===== src/rtl/div_pkg.sv =====
// Shared encodings for the iterative restoring divider: controller state codes,
// Remainder register operation codes and the controller output bundle.
package div_pkg;

  localparam int DATA_W_DEF = 32;
  localparam int CNT_W_DEF  = 6;

  // Controller states
  localparam logic [2:0] ST_IDLE = 3'd0;
  localparam logic [2:0] ST_LOAD = 3'd1;
  localparam logic [2:0] ST_ITER = 3'd2;
  localparam logic [2:0] ST_FIX  = 3'd3;
  localparam logic [2:0] ST_DONE = 3'd4;

  // Remainder register operations
  localparam logic [2:0] REM_HOLD   = 3'd0;
  localparam logic [2:0] REM_LOAD   = 3'd1;
  localparam logic [2:0] REM_SLL    = 3'd2;
  localparam logic [2:0] REM_SLL_WR = 3'd3;
  localparam logic [2:0] REM_SRL_HI = 3'd4;

  typedef struct packed {
    logic       w_ctrl;
    logic [2:0] rem_ctrl;
    logic       q_bit;
    logic       alu_ctrl;
    logic       busy;
    logic       done;
    logic       dz_err;
  } ctrl_t;

  // Output decode; ITER is Mealy on the ALU sign so the quotient bit and
  // restore decision land in the same cycle as the subtraction.
  function automatic ctrl_t decode_ctrl(input logic [2:0] st,
                                        input logic       alu_neg,
                                        input logic       dz);
    ctrl_t c;
    c          = '0;
    c.rem_ctrl = REM_HOLD;
    case (st)
      ST_LOAD: begin
        c.w_ctrl   = 1'b1;
        c.rem_ctrl = REM_LOAD;
        c.busy     = 1'b1;
      end
      ST_ITER: begin
        c.alu_ctrl = 1'b1;
        c.busy     = 1'b1;
        c.q_bit    = ~alu_neg;
        c.rem_ctrl = alu_neg ? REM_SLL : REM_SLL_WR;
      end
      ST_FIX: begin
        c.rem_ctrl = REM_SRL_HI;
        c.busy     = 1'b1;
      end
      ST_DONE: begin
        c.done   = 1'b1;
        c.busy   = 1'b1;
        c.dz_err = dz;
      end
      default: ;
    endcase
    return c;
  endfunction

endpackage


===== src/rtl/div_iter_counter.sv =====
// Iteration counter for the divider: counts enabled cycles up to LAST and then
// returns to zero so it never runs past the final iteration.
module div_iter_counter
  import div_pkg::*;
#(
  parameter int CNT_W = CNT_W_DEF,
  parameter int LAST  = DATA_W_DEF - 1
) (
  input  logic             clk,
  input  logic             reset,
  input  logic             clr,
  input  logic             en,
  output logic [CNT_W-1:0] count,
  output logic             last
);

  localparam logic [CNT_W-1:0] LAST_V = CNT_W'(LAST);

  assign last = (count == LAST_V);

  always_ff @(posedge clk or negedge reset) begin
    if (!reset) begin
      count <= '0;
    end else if (clr || (en && last)) begin
      count <= '0;
    end else if (en) begin
      count <= count + CNT_W'(1);
    end
  end

endmodule


===== src/rtl/div_control.sv =====
// Sequencer for the 32-bit restoring divider: one quotient bit per clock, with
// a LOAD cycle before the iterations and a FIX cycle to undo the last shift.
module div_control
  import div_pkg::*;
#(
  parameter int DATA_W = DATA_W_DEF,
  parameter int CNT_W  = CNT_W_DEF
) (
  input  logic             clk,
  input  logic             reset,
  input  logic             start,
  input  logic             divisor_zero,
  input  logic             alu_neg,
  output logic             w_ctrl,
  output logic [2:0]       rem_ctrl,
  output logic             q_bit,
  output logic             alu_ctrl,
  output logic             busy,
  output logic             done,
  output logic             dz_err,
  output logic [2:0]       dbg_state,
  output logic [CNT_W-1:0] dbg_count,
  output logic             dbg_dz
);

  // Handshake: start is a request sampled only at an edge while IDLE (never
  // queued); busy covers LOAD through DONE; done is a one-cycle pulse with
  // dz_err qualified by it. There is no back-pressure on done.

  logic [2:0]       state, state_nxt;
  logic             dz_q;
  logic [CNT_W-1:0] count;
  logic             cnt_last;
  logic             cnt_clr, cnt_en;
  ctrl_t            ctrl;

  assign cnt_en  = (state == ST_ITER);
  assign cnt_clr = (state != ST_ITER);

  div_iter_counter #(
    .CNT_W (CNT_W),
    .LAST  (DATA_W - 1)
  ) u_cnt (
    .clk   (clk),
    .reset (reset),
    .clr   (cnt_clr),
    .en    (cnt_en),
    .count (count),
    .last  (cnt_last)
  );

  always_comb begin
    state_nxt = state;
    case (state)
      ST_IDLE: if (start) state_nxt = ST_LOAD;
      ST_LOAD: state_nxt = dz_q ? ST_DONE : ST_ITER;
      ST_ITER: if (cnt_last) state_nxt = ST_FIX;
      ST_FIX:  state_nxt = ST_DONE;
      ST_DONE: state_nxt = ST_IDLE;
      default: state_nxt = ST_IDLE;
    endcase
  end

  always_ff @(posedge clk or negedge reset) begin
    if (!reset) begin
      state <= ST_IDLE;
    end else begin
      state <= state_nxt;
    end
  end

  // Divide-by-zero flag is captured with the request and dropped on the way back to IDLE.
  always_ff @(posedge clk or negedge reset) begin
    if (!reset) begin
      dz_q <= 1'b0;
    end else if (state == ST_IDLE && start) begin
      dz_q <= divisor_zero;
    end else if (state == ST_DONE) begin
      dz_q <= 1'b0;
    end
  end

  assign ctrl = decode_ctrl(state, alu_neg, dz_q);

  assign w_ctrl    = ctrl.w_ctrl;
  assign rem_ctrl  = ctrl.rem_ctrl;
  assign q_bit     = ctrl.q_bit;
  assign alu_ctrl  = ctrl.alu_ctrl;
  assign busy      = ctrl.busy;
  assign done      = ctrl.done;
  assign dz_err    = ctrl.dz_err;

  assign dbg_state = state;
  assign dbg_count = count;
  assign dbg_dz    = dz_q;

endmodule


===== config.mk =====
export PLATFORM = sky130hd
export DESIGN_NAME = div_control
export DESIGN_NICKNAME = d
export VERILOG_FILES = /design/src/rtl/div_pkg.sv /design/src/rtl/div_iter_counter.sv /design/src/rtl/div_control.sv
export SDC_FILE = /design/constraint.sdc
export NUM_CORES = 1
export LEC_CHECK = 0
export BUFFER_PORTS_ARGS = -buffer_cell sky130_fd_sc_hd__buf_2
export CORE_UTILIZATION = 35
export CTS_BUF_LIST = sky130_fd_sc_hd__clkbuf_4 sky130_fd_sc_hd__clkbuf_8
export CTS_CLUSTER_SIZE = 24
export DETAILED_ROUTE_END_ITERATION = 16
export GPL_TIMING_DRIVEN = 0
export PLACE_DENSITY_LB_ADDON = 0.25
export SLEW_MARGIN = 20
export SYNTH_ARGS = -nofsm -noshare
export SYNTH_HDL_FRONTEND = slang
export SYNTH_SLANG_ARGS = --single-unit

===== constraint.sdc =====
create_clock -name clk -period 1.5 [get_ports clk]
set_input_delay 0.075 -clock clk [delete_from_list [all_inputs] [get_ports clk]]
set_output_delay 0.075 -clock clk [all_outputs]
set_load 0.05 [all_outputs]

==> results.sh, run 1 <==
export IMPL_outcome="finished clean"
export IMPL_end_kind="output port"
export IMPL_setup_tns_ps=0
export IMPL_vias=453
export IMPL_htree_levels=1
export IMPL_yosysWarnings=0
export IMPL_fp_row_count=13
export IMPL_critPathMaxStageDelay_ps=390
export IMPL_drt_iter0_drc=5
export IMPL_drtPass1Iterations=4
export IMPL_min_path_type="in2reg"
export IMPL_core_sq_um=1330
export IMPL_cp_max_fo=8
export IMPL_synthArstFlopShare_pct=100
export IMPL_slew_viol_final=0
export IMPL_cts_tree="done"
export IMPL_cap_viol_max_count=0
export IMPL_grt_use_total_pct=15.8
export IMPL_n_antenna_cell=0
export IMPL_cts_root_buf="clkbuf_4"
export IMPL_yosysTopAreaCellShare_pct=49.1
export IMPL_slew_headroom_pct=78.1
export IMPL_layout_nets=89
export IMPL_avgSynthCellArea_sq_um=9.43
export IMPL_worstPathCellList="buf_2, nor2_4, and3_1, buf_6"
export IMPL_critPathBufInv=2
export IMPL_totalWireLength_um=1010
export IMPL_gp_congestion=0.743
export IMPL_synth_area_leaders="dfrtp_1 (49%), nor2_1 (8.8%), nand2b_1 (3.7%), xnor2_1 (3.4%), xor2_1 (3.4%)"
export IMPL_path_class="reg2out"
export IMPL_timing_fmax_mhz=704
export IMPL_grt_pass1_vias=364
export IMPL_cts_sinks=10
export IMPL_design_area_sq_um=792
export IMPL_area_growth_pct=55.5
export IMPL_place_area_sq_um=684
export IMPL_drc=0
export IMPL_die_y_um=40.1
export IMPL_cp_start_kind="register"
export IMPL_rsz0062_at_grt="no"
export IMPL_wl_per_cell_um=10.4
export IMPL_numCtsBuffers=3
export IMPL_place_hpwl_um=779
export IMPL_period_share_pct=94.6
export IMPL_clock_path_buffers=2
export IMPL_synthCells=54
export IMPL_clk_latency_ps=260
export IMPL_clk_pin_slew_ps=70
export IMPL_ys_flop_type="dfrtp_1"
export IMPL_die_x_um=40.1
export IMPL_hold_violations=0
export IMPL_start_util_pct=38.2
export IMPL_cp_arrival_ps=1340
export IMPL_grt_max_degree=11
export IMPL_ys_top_cells_by_count="nor2_1 (12), dfrtp_1 (10), nand2b_1 (3)"
export IMPL_fin_skew_ps=3.54
export IMPL_antenna_found_initial=0
export IMPL_critPathRequiredTime_ps=1420
export IMPL_cpMaxStageDelayCell="dfrtp_2"
export IMPL_dieArea_sq_um=1610
export IMPL_drive_above_1_share_pct=54.9
export IMPL_ys_types=25
export IMPL_antenna_left=0
export IMPL_fillers=126
export IMPL_syn_area_sq_um=509
export IMPL_tightest_slew_ps=328
export IMPL_port_buffers=23
export IMPL_cp_top_family="flip-flops"
export IMPL_grt_ovfl_total=0
export IMPL_fin_crit_ps=1420
export IMPL_yosysMostFrequentCell="nor2_1"
export IMPL_setup_viol=0
export IMPL_grt_pass1_wl_um=1580
export IMPL_syn_nets=60
export IMPL_ys_seq_area_share_pct=49.1
export IMPL_vias_per_cell=4.67
export IMPL_ys_ff_latch=10
export IMPL_yosys_area_top_type="dfrtp_1"
export IMPL_synth_edff_count=0
export IMPL_ios=24
logic make-up after synthesis:
logic type / share of synthesized area [%]
simple gates: 24.1
compound gates: 9.83
buf+inv: 5.65
mux: 1.97
xor+xnor: 6.88
flops: 49.1
fa+ha+maj: 2.46
layer usage:
metal	wire length (um)	up-vias	GRT usage (%)	part of all wire, %
li1	-	233	-	-
met1	475	205	22.5	47
met2	475	13	20.2	47
met3	49	2	3.33	4.8
met4	12	0	12.9	1.2
met5	0	-	0	0
worst min-delay path, delay by kind of cell:
family | cells | cell delay (ps)
compound gates | 1 | 70
buf+inv | 1 | 90
simple gates | 1 | 70
state kept, by name, indices dropped and copies added, names as in the netlist:
name and flops:
dbg_dz 1, dbg_state 3, u_cnt.count 6
through the flow:
step	utilization, %	hold WS, ps	instances	worst slack [ps]
finish	59.4	89.7	97	80.4
CTS	59.0	88.6	98	15.4
global route	59.4	107	97	0.584
detailed placement	51.3	-51.8	92	143
global placement	51.3	-50.4	92	155
floorplan	-	-221	54	9.27
area by class of cell:
type	instances	area, sq um	area share (%)
Buffer	2	12.5	1.58
Clock buffer	4	36.3	4.58
Inverter	3	13.8	1.74
Multi-Input combinational cell	38	292	36.8
Sequential cell	10	253	31.9
Tap cell	15	18.8	2.37
Timing Repair Buffer	25	166	21.0
cells in the final DEF (no fill, tap or decap), drive strengths merged, types with 2 or more instances in the layout:
cell type / instances
buf: 25
nor2: 13
dfrtp: 10
clkbuf: 5
inv: 3
nand3: 3
nand2b: 3
o21ai: 3
and2: 2
xor2: 2
nand2: 2
xnor2: 2
worst paths after layout:
| check | start | endpoint | slack [ps] | depth (start not counted) |
|---|---|---|---|---|
| max | dbg_state[1]$_DFFE_PN0P_ | dz_err | 80 | 4 |
| min | divisor_zero | dbg_dz$_DFFE_PN0P_ | 90 | 3 |
| max reg2reg | u_cnt.count[0]$_DFFE_PN0P_ | dbg_state[0]$_DFFE_PN0P_ | 230 | 4 |
| min reg2reg | u_cnt.count[0]$_DFFE_PN0P_ | u_cnt.count[0]$_DFFE_PN0P_ | 510 | 1 |
| max in group asynchronous | reset | dbg_state[2]$_DFFE_PN0P_ | 1100 | 2 |
| min in group asynchronous | reset | u_cnt.count[0]$_DFFE_PN0P_ | 190 | 2 |
timing repair:
action | in CTS | in global routing
gates resized for setup | 15 | 3
endpoints found under the setup margin | 9 | 6
buffers inserted | 1 | 0
hold endpoints to repair | 10 | 0
pin swaps | 1 | 1
hold buffers | 1 | 0
Power of run 1 is left out: the tool's default activity adds up to more than one toggle a clock period on the data nets, which glitch-free logic cannot reach.
==> run 2: changes to the inputs <==
- clock period: 1.5 -> 1.15 ns (I/O delays scaled with it)
==> results.sh, run 2 (synthesis gave the netlist of run 1 again) <==
export IMPL_final_cell_mix="buf_2 (12), buf_4 (10), dfrtp_2 (9), nor2_1 (7), buf_8 (7)"
export IMPL_cts_sinks=10
export IMPL_grt_use_total_pct=18.7
export IMPL_path_class="reg2out"
export IMPL_ios=24
export IMPL_fp_row_count=13
export IMPL_vias=501
export IMPL_drtPass1Iterations=4
export IMPL_grt_max_degree=11
export IMPL_cap_viol_max_count=0
export IMPL_clk_latency_ps=260
export IMPL_worstPathCellList="nor2_4, and3_4, buf_8"
export IMPL_layout_nets=98
export IMPL_clock_path_buffers=2
export IMPL_slew_viol_final=0
export IMPL_area_growth_pct=99.0
export IMPL_setup_viol=11
export IMPL_grt_ovfl_total=0
export IMPL_cpMaxStageDelayCell="dfrtp_2"
export IMPL_slew_headroom_pct=83.5
export IMPL_regArea_sq_um=262
export IMPL_final_common_cell="buf_2"
export IMPL_largest_register="u_cnt.count"
export IMPL_cp_start_kind="register"
export IMPL_instances_no_fill=106
export IMPL_fin_crit_ps=1360
export IMPL_totalWireLength_um=1280
export IMPL_fillers=79
export IMPL_critPathRequiredTime_ps=1090
export IMPL_wl_per_cell_um=12.1
export IMPL_period_share_pct=118
export IMPL_htree_levels=1
export IMPL_n_antenna_cell=0
export IMPL_critPathMaxStageDelay_ps=470
export IMPL_dieArea_sq_um=1610
export IMPL_grt_pass1_vias=468
export IMPL_rsz0062_at_grt="yes"
export IMPL_multi_input_area_sq_um=355
export IMPL_ir_drop_mv=1.85
export IMPL_end_kind="output port"
export IMPL_hold_violations=0
export IMPL_dp_cells=92
export IMPL_finalPower_mw=3.28
export IMPL_min_path_type="in2reg"
export IMPL_die_x_um=40.1
export IMPL_whs_ps=70.4
export IMPL_die_y_um=40.1
export IMPL_antenna_found_initial=0
export IMPL_worst_slack_ps=-213
export IMPL_drive_above_1_share_pct=72.5
export IMPL_place_hpwl_um=866
export IMPL_power_density_nw_per_um2=3240
export IMPL_numCtsBuffers=3
export IMPL_cts_root_buf="clkbuf_4"
export IMPL_antenna_left=0
export IMPL_cts_tree="done"
export IMPL_dpl_worst_slack_ps=-79.5
export IMPL_gp_congestion=0.703
export IMPL_cp_max_fo=4
export IMPL_grt_pass1_wl_um=1970
export IMPL_core_sq_um=1330
export IMPL_cp_arrival_ps=1310
export IMPL_fin_skew_ps=2.92
export IMPL_cellLeakagePower_nw=0.448
export IMPL_largest_reg_flops=6
export IMPL_tightest_slew_ps=249
export IMPL_clk_pin_slew_ps=60
export IMPL_outcome="complete, but fails checks"
export IMPL_timing_fmax_mhz=734
export IMPL_port_buffers=23
export IMPL_violations="negative setup slack"
export IMPL_vias_per_cell=4.73
export IMPL_start_util_pct=38.2
export IMPL_drt_iter0_drc=8
export IMPL_drc=0
[run 2: changes by cell type in the layout (fill, tap and decap cells not counted), sizes merged]
cell / delta
buf: +9
[run 2: critical path: cells and delay by family (launching register included)]
| family | cells | cell delay [ps] |
|---|---|---|
| buffers and inverters | 1 | 140 |
| DFF | 1 | 470 |
| and+or+nand+nor | 2 | 440 |
[run 2: cell type report]
| class | instances | share of cell area [%] |
|---|---|---|
| multi-input combinational | 38 | 35.1 |
| inverter | 3 | 1.85 |
| tap | 15 | 1.85 |
| buffer | 1 | 1.48 |
| sequential | 10 | 25.8 |
| timing repair buffer | 35 | 30.4 |
| clock buffer | 4 | 3.58 |
[run 2: path summary, 6_finish.rpt]
path                                             from                    endpoint  cells after the start  slack (ps)
min in group asynchronous                       reset  u_cnt.count[1]$_DFFE_PN0P_                      2         180
setup reg to reg             dbg_state[0]$_DFFE_PN0P_          dbg_dz$_DFFE_PN0P_                      5        -100
hold reg to reg            u_cnt.count[0]$_DFFE_PN0P_  u_cnt.count[0]$_DFFE_PN0P_                      1         500
max in group asynchronous                       reset    dbg_state[2]$_DFFE_PN0P_                      2         770
hold / removal                           divisor_zero          dbg_dz$_DFFE_PN0P_                      3          70
setup / recovery             dbg_state[0]$_DFFE_PN0P_                      dz_err                      3        -210
[run 2: layer usage]
layer	global-route usage, %	share of wire, %	vias up	routed length, um
met4	9.48	1.8	0	23
met1	21.9	42	232	532
met5	0	0	-	0
met2	33.1	54	14	688
met3	2.22	2.7	2	35
li1	-	-	253	-
[run 2: timing repair]
action	in CTS	in global routing
gates resized for setup	23	5
setup buffers	9	2
setup endpoints to repair	9	14
pin swaps	6	5
hold endpoints to repair	10	0
hold buffers	1	0
[run 2: where the power goes]
| part | leakage [nW] | switching, mW | internal (mW) |
|---|---|---|---|
| Combinational | 0.307 | 1.37 | 0.996 |
| Sequential | 0.121 | 0.156 | 0.451 |
| Clock | 0.0210 | 0.116 | 0.192 |
[run 2: stage by stage]
stage	TNS [ps]	utilization (%)	cell area, sq um
2_1_floorplan	-1010	-	671
3_3_place_gp	-243	60.3	805
3_5_place_dp	-289	60.3	805
4_1_cts	-1350	73.6	982
5_1_grt	-2290	76.0	1010
6_report	-1530	76.0	1010
No activity file was read; power rests on OpenSTA's default activity.
